### src/rtl/heartbeat_pkg.sv
// Shared definitions for the heartbeat display animation: segment codes,
// phase encoding and the tick-counter width helper.
package heartbeat_pkg;

    // Segment codes are {dp,g,f,e,d,c,b,a}, active-low; dp stays dark.
    localparam logic [7:0] SEG_BLANK = 8'hFF;
    localparam logic [7:0] SEG_RBAR  = 8'hF9;
    localparam logic [7:0] SEG_LBAR  = 8'hCF;

    typedef enum logic [1:0] {
        P0 = 2'd0,
        P1 = 2'd1,
        P2 = 2'd2
    } phase_e;

    function automatic int unsigned tick_width(input int unsigned turns);
        return (turns <= 1) ? 1 : $clog2(turns);
    endfunction

endpackage

### src/rtl/heartbeat_tick.sv
// Free-running tick counter that wraps after `turns` cycles and pulses
// `advance` for one cycle on the wrapping count.
module heartbeat_tick
    import heartbeat_pkg::*;
#(
    parameter int unsigned turns = 1_388_889
) (
    input  logic clk,
    input  logic rst_n,
    output logic advance
);

    localparam int unsigned W = tick_width(turns);
    localparam logic [W-1:0] LAST = W'(turns - 1);
    localparam logic [W-1:0] ONE  = W'(1);

    logic [W-1:0] count_q;
    logic [W-1:0] count_d;

    always_comb begin
        advance = (count_q == LAST);
        count_d = advance ? '0 : count_q + ONE;
    end

    // rst_n is active-high: 1 clears the counter and wins over counting.
    always_ff @(posedge clk) begin
        if (rst_n) begin
            count_q <= '0;
        end else begin
            count_q <= count_d;
        end
    end

endmodule

### src/rtl/heartbeat.sv
// Heartbeat animation for a 6-digit display: a pair of bars steps outward
// from the centre, each pattern held for `turns` cycles.
module heartbeat
    import heartbeat_pkg::*;
#(
    parameter int unsigned turns = 1_388_889
) (
    input  logic       clk,
    input  logic       rst_n,
    output logic [7:0] in0,
    output logic [7:0] in1,
    output logic [7:0] in2,
    output logic [7:0] in3,
    output logic [7:0] in4,
    output logic [7:0] in5
);

    logic   advance;
    phase_e phase_q;
    phase_e phase_d;

    heartbeat_tick #(
        .turns (turns)
    ) u_tick (
        .clk     (clk),
        .rst_n   (rst_n),
        .advance (advance)
    );

    always_ff @(posedge clk) begin
        if (rst_n) begin
            phase_q <= P0;
        end else begin
            phase_q <= phase_d;
        end
    end

    // The unused encoding falls back to P0 without waiting for an advance.
    always_comb begin
        phase_d = phase_q;
        case (phase_q)
            P0:      if (advance) phase_d = P1;
            P1:      if (advance) phase_d = P2;
            P2:      if (advance) phase_d = P0;
            default: phase_d = P0;
        endcase
    end

    always_comb begin
        in0 = SEG_BLANK;
        in1 = SEG_BLANK;
        in2 = SEG_BLANK;
        in3 = SEG_BLANK;
        in4 = SEG_BLANK;
        in5 = SEG_BLANK;
        case (phase_q)
            P0: begin
                in3 = SEG_RBAR;
                in2 = SEG_LBAR;
            end
            P1: begin
                in4 = SEG_RBAR;
                in1 = SEG_LBAR;
            end
            P2: begin
                in5 = SEG_RBAR;
                in0 = SEG_LBAR;
            end
            default: ;
        endcase
    end

endmodule

### config.mk
export PLATFORM = sky130hd
export DESIGN_NAME = heartbeat
export DESIGN_NICKNAME = d
export VERILOG_FILES = /design/src/rtl/heartbeat_pkg.sv /design/src/rtl/heartbeat_tick.sv /design/src/rtl/heartbeat.sv
export SDC_FILE = /design/constraint.sdc
export NUM_CORES = 1
export LEC_CHECK = 0
export ABC_AREA = 0
export BUFFER_PORTS_ARGS = -buffer_cell sky130_fd_sc_hd__buf_4
export CORE_MARGIN = 3
export CORE_UTILIZATION = 40
export CTS_CLUSTER_SIZE = 8
export DETAILED_ROUTE_END_ITERATION = 6
export PLACE_DENSITY = 0.63
export SYNTH_ARGS = -nofsm -noshare
export SYNTH_HDL_FRONTEND = slang
export SYNTH_SLANG_ARGS = --single-unit
### constraint.sdc
create_clock -name clk -period 4.3 [get_ports clk]
set_input_delay 0.215 -clock clk [delete_from_list [all_inputs] [get_ports clk]]
set_output_delay 0.215 -clock clk [all_outputs]
set_load 0.02 [all_outputs]
==> results of run 1 <==
## registers in the layout (all words and copies together), names as in the netlist
| name | flops |
|---|---|
| u_tick.count_q | 21 |
| phase_q | 2 |
## per-layer routing
layer	vias to the layer above	wire length, um	track usage
met5	-	0	0
met4	0	0	0.00761
met3	0	195	0.0323
met2	40	1060	0.164
met1	474	1130	0.158
li1	521	-	-
## power by group through the flow
stage                     combinational, mW  clock (mW)  sequential [mW]
after floorplan                      0.0607           0            0.223
after global placement               0.0390           0            0.223
after detailed placement             0.0391           0            0.223
after CTS                            0.0392       0.103            0.218
after global routing                 0.0432       0.112            0.219
final                                0.0398      0.0987            0.218
## per-stage QoR
| stage | setup WS [ns] | power, mW |
|---|---|---|
| after global routing | 2.29 | 0.374 |
| final | 2.43 | 0.357 |
| after CTS | 2.43 | 0.361 |
| after floorplan | 2.59 | 0.283 |
| after global placement | 2.43 | 0.262 |
| after detailed placement | 2.47 | 0.262 |
## layout make-up
cell class / instances / area share
Clock buffer: 4 / 0.0186
Multi-Input combinational cell: 130 / 0.524
Sequential cell: 23 / 0.326
Inverter: 6 / 0.0159
Tap cell: 46 / 0.0407
Timing Repair Buffer: 14 / 0.0744
## cells in the final DEF (no fill, tap or decap), drive strengths merged
cell type,count
nand3,5
a211oi,1
xor2,4
clkbuf,4
a21oi,6
nand2b,2
nand4,8
and3,1
nor3,3
o21ai,2
and4,1
nor4b,2
nor2,17
inv,6
or4,4
nand2,7
nor4bb,2
nor4,4
or2,2
or3,5
conb,36
o21bai,2
dfxtp,23
buf,14
xnor2,10
ha,2
o31ai,4
## cells by family (layout without fill, tap and decap cells)
group | after synthesis | in the layout
xor+xnor | 14 | 14
simple gates | 63 | 63
other cells | 1 | 36
compound gates | 15 | 15
flops | 23 | 23
fa+ha+maj | 2 | 2
buf+inv | 55 | 24
## worst paths after layout
check                                        from            endpoint  slack (ns)  cells after the start
worst max-delay path            u_tick.count_q[2]  u_tick.count_q[19]        2.43                      4
worst min-delay path                        rst_n          phase_q[1]        0.06                      2
worst max register to register  u_tick.count_q[2]  u_tick.count_q[19]        2.43                      4
worst min register to register         phase_q[1]          phase_q[0]        0.47                      1
==> metrics.txt, run 1 <==
setup TNS 0 ns; max_cap viols 0; net total in the final layout 182; count of mapped cells out of synthesis around 170; Placed Cells incl. Taps 219; number of buffers added by the clock tree synthesis step 3; initial antenna violation count 0; Top delay family on crit path simple AND/OR/NAND/NOR gates; number of warnings reported in the yosys synthesis log 0; most frequent cell after synthesis sky130_fd_sc_hd__buf_4; result of the run finished, final reports clean; clock tree sinks 23; clock tree from TritonCTS built; number of library cell types mapped by synthesis 30; Data arrival, critical path 2.13 ns; Mapped Avg Cell Area 8.36 um^2; maximum cell stage delay along the critical path 0.53 ns; placement-stage cell area 1390 um^2; Worst EP required 4.55 ns; FFs w/ async S/R, synth 0; final hold violation count 0; Leak around 0.52 nW; number of flops mapped to enable cells by yosys 0; total internal power between 0.2 and 0.3 mW; share of total power in the clock network 0.277; signed area change from the synthesized netlist to the final layout -2.34%; clock slew at reported path FFs 0.12 ns; effective utilization at floorplan 0.423; root buffer cell sky130_fd_sc_hd__clkbuf_4; leading register cell type out of synthesis sky130_fd_sc_hd__dfxtp_1; CP endpoint kind flop; aggregate routed wire length about 2400 um; mux contribution to synthesized area 0; maximum vdd drop 0.000145 V; iteration count of the initial detailed-routing pass 4; post-route worst hold slack 0.0576 ns; DR WL/cell 10.7 um; Detail Placement HPWL between 1500 and 2000 um; Std-Cell Rows 21; x dimension of the die 66.1 um; total of buffers placed on input and output ports 13; library cell with the largest summed area after synthesis sky130_fd_sc_hd__dfxtp_1; portion of total power attributed to sequential cells 0.612; maximum fanout encountered on the critical timing path 7; highest-delay cell along the critical path sky130_fd_sc_hd__or4_1; synthesized-area fraction occupied by xor and xnor cells 0.0848; path type of the worst setup path reg2reg; cell area after layout roughly 1400 um^2; Critical Path Source Type flop; area of the die 4370 um^2; peak clock frequency supported by timing 535 MHz; RSZ-0062 raised after global routing false; ant diodes 0; global-route wire length before repair about 3800 um; Die Y 66.1 um; GR Overflow Total 0; global placer's final weighted congestion 0.833; total via count in the routed design between 1000 and 1500; area inside the core boundary roughly 3400 um^2; antenna-violating nets left 0; count of instances resized after the clock tree is built 0; number of design-rule violations left by the first detailed-router iteration 75; Hold/Removal Path Class in2reg; # IOs 50; final cycle utilization of the critical path 0.435; count of endpoints failing setup in the final report 0; buffers inserted by post-CTS timing repair 0; Max Slew Vio Count 0; Gate power share 0.112; htree depth 1; top-area cell type share of the netlist area 0.318; final core utilization 0.414; ratio of cells with drive above 1 in the final layout 0.124; DRC violation count after routing 0; pin count of the biggest net entering global routing 22; Synth Area in Compound Gates 0.0640; count of placed standard cells in the final layout, fillers left out 223; Synth top cells by count 45 x sky130_fd_sc_hd__buf_4, 23 x sky130_fd_sc_hd__dfxtp_1, 17 x sky130_fd_sc_hd__nor2_1; Clock Skews 0.00483 ns; Tot GR Track Use 0.108; number of inserted filler cells in the final layout 374; Area contributors post-synth sky130_fd_sc_hd__dfxtp_1 32%, sky130_fd_sc_hd__buf_4 23%, sky130_fd_sc_hd__xnor2_1 6.1%; CP cell instances nand3_2, or3_1, or4_1, a21oi_1; multi-input combinational cell area 741 um^2; switching share of power 0.280; WP buf/inv 0; number of vias per cell 4.64; synthesis-stage register bit count 23; area used by sequential logic in the layout 460 um^2; Pwr per Cell Area 253 nW/um^2; sequential fraction of the synthesis area 0.318; simple-gate share of the synthesized area 0.253; worst skew pair latency 0.31 ns; fin crit period approximately 1.9 ns; CTS max path bufs 2; mapped cell area roughly 1400 um^2; largest family of logic cells by synthesized area buffers and inverters; cts-stage hold buffer count 0; vias in the first global route ~840; Synth Area in Adders 0.0173; switching power 0.100 mW
Note: power is estimated with default switching activity, not from simulation.
==> run 2, diff against run 1 <==
--- a/config.mk
+++ b/config.mk
@@ -11,7 +11,7 @@
 export CORE_UTILIZATION = 40
 export CTS_CLUSTER_SIZE = 8
 export DETAILED_ROUTE_END_ITERATION = 6
-export PLACE_DENSITY = 0.63
+export PLACE_DENSITY = 0.66
 export SYNTH_ARGS = -nofsm -noshare
 export SYNTH_HDL_FRONTEND = slang
 export SYNTH_SLANG_ARGS = --single-unit
==> constraint.sdc (replaced) <==
create_clock -name clk -period 1.6 [get_ports clk]
set_input_delay 0.08 -clock clk [delete_from_list [all_inputs] [get_ports clk]]
set_output_delay 0.08 -clock clk [all_outputs]
set_load 0.02 [all_outputs]
==> run 2 against run 1 <==
First-iteration DRC count shrank 36%. Critical path type unchanged. The flow now finishes with violations (negative setup slack). Largest cell class unchanged. Sequential share of layout area shrank 4.4 points. Power grew to 2.8 times the previous value. Design area grew 24%. Worst hold slack gained 0.41 ns. Register-to-register slack lost 2.5 ns. Core utilization grew 9.9 points. Combinational power grew to 3.5 times the previous value. Global-route usage grew 2.8 points.
==> metrics.txt, run 2 (synthesis gave the netlist of run 1 again) <==
result of the run complete, but fails checks; violations in the final reports negative setup slack; CP cell instances buf_4, nand3_4, or3_4, or4_1, a21oi_1; clock tree from TritonCTS built; DRC violation count after routing 0; CTS max path bufs 2; Top delay family on crit path simple AND/OR/NAND/NOR gates; path type of the worst setup path reg2reg; worst skew pair latency about 0.31 ns; max_cap viols 0; min setup slack post-route -0.0465 ns; x dimension of the die between 60 and 70 um; maximum cell stage delay along the critical path 0.48 ns; Data arrival, critical path 1.90 ns; final hold violation count 0; Top Metal Used met4; most frequent cells in the layout 43 x sky130_fd_sc_hd__buf_4, 36 x sky130_fd_sc_hd__conb_1, 17 x sky130_fd_sc_hd__nor2_1; Pwr per Cell Area 561 nW/um^2; total via count in the routed design between 1000 and 1500; Leak 0.704 nW; area of the die between 4000 and 5000 um^2; count of placed standard cells in the final layout, fillers left out 254; peak clock frequency supported by timing 607 MHz; initial antenna violation count 0; Met2 Routed Length 1410 um; htree depth 1; # IOs 50; switching power 0.280 mW; pin count of the biggest net entering global routing 13; largest registers u_tick.count_q: 21 flops, phase_q: 2 flops; DR WL/cell 11.1 um; final cycle utilization of the critical path 1.03; share of total power in the clock network 0.267; Max Slew Vio Count 0; root buffer cell sky130_fd_sc_hd__clkbuf_4; WP buf/inv 1; number of buffers added by the clock tree synthesis step 3; Std-Cell Rows 21; Placed Cells incl. Taps 244; highest-delay cell along the critical path sky130_fd_sc_hd__or4_1; iteration count of the initial detailed-routing pass 4; Die Y 66.1 um; clock tree sinks 23; number of vias per cell 4.40; startpoint of the lowest-slack register-to-register path u_tick.count_q[0]; portion of total power attributed to sequential cells 0.591; Hold/Removal Path Class reg2reg; maximum fanout encountered on the critical timing path 5; start point of the critical path u_tick.count_q[0]; register with the highest flop count u_tick.count_q; Critical Path Source Type flop; area inside the core boundary 3420 um^2; signed area change from the synthesized netlist to the final layout 21.1%; Detail Placement HPWL about 2100 um; antenna-violating nets left 0; number of inserted filler cells in the final layout 337; net total in the final layout around 210; global-route wire length before repair between 4000 and 5000 um; Clock Skews 0.00353 ns; clock slew at reported path FFs 0.12 ns; aggregate routed wire length 2810 um; Min-Delay Startpoint u_tick.count_q[0]; ratio of cells with drive above 1 in the final layout 0.356; RSZ-0062 raised after global routing true; effective utilization at floorplan 0.423; global placer's final weighted congestion 0.811; switching share of power 0.284; count of endpoints failing setup in the final report 3; total of buffers placed on input and output ports 13; maximum vdd drop 0.000515 V; metal3 WL 155 um; Worst EP required 1.85 ns; CP endpoint kind flop; length of routed wiring on met1 1230 um; ant diodes 0; Tot GR Track Use 0.136; post-route worst hold slack between 0.4 and 0.5 ns; most common cell after layout, fill and taps aside sky130_fd_sc_hd__buf_4; Gate power share 0.142; fin crit period 1.65 ns; number of design-rule violations left by the first detailed-router iteration 48; number of flip-flops in the largest register 21; GR Overflow Total 0; total internal power around 0.70 mW; vias in the first global route 1002
-- run 2: final timing paths --
| check | to | slack [ns] | cells after the start |
|---|---|---|---|
| hold reg to reg | u_tick.count_q[0] | 0.47 | 1 |
| setup reg to reg | u_tick.count_q[17] | -0.05 | 5 |
| hold / removal | u_tick.count_q[0] | 0.47 | 1 |
| setup / recovery | u_tick.count_q[17] | -0.05 | 5 |
-- run 2: area by class of cell --
type,count,area [um^2],share of cell area
Multi-Input combinational cell,130,793,0.453
Clock buffer,4,26.3,0.0150
Tap cell,46,57.6,0.0329
Timing Repair Buffer,45,353,0.201
Inverter,6,27.5,0.0157
Sequential cell,23,494,0.282
-- run 2: stage by stage --
stage	util	cell area (um^2)	TNS (ns)	power [mW]	setup WS, ns
after floorplan	-	1600	-0.0304	0.762	-0.0304
after global placement	0.472	1610	-0.400	0.711	-0.0937
after detailed placement	0.472	1610	-0.332	0.711	-0.0969
after CTS	0.504	1720	-0.105	0.990	-0.0282
after global routing	0.513	1750	-1.51	1.04	-0.123
final	0.513	1750	-0.0891	0.983	-0.0465
-- run 2: timing repair --
| action | CTS | global route |
|---|---|---|
| endpoints found under the setup margin | 23 | 23 |
| resized for setup | 14 | 8 |
| setup buffers | 3 | 2 |
| pin swaps | 13 | 6 |
| hold buffers | 1 | 0 |
| endpoints found under the hold margin | 2 | 0 |
-- run 2: power groups by stage --
stage	logic [mW]	registers, mW	clock network [mW]
6_report	0.140	0.581	0.263
5_1_grt	0.153	0.582	0.304
4_1_cts	0.124	0.585	0.281
3_5_place_dp	0.112	0.599	0
3_3_place_gp	0.112	0.599	0
2_1_floorplan	0.163	0.599	0
-- run 2: metal layers --
layer	GRT usage	up-vias
li1	-	576
met1	0.161	510
met2	0.239	29
met3	0.0357	2
met4	0.0381	0
met5	0	-
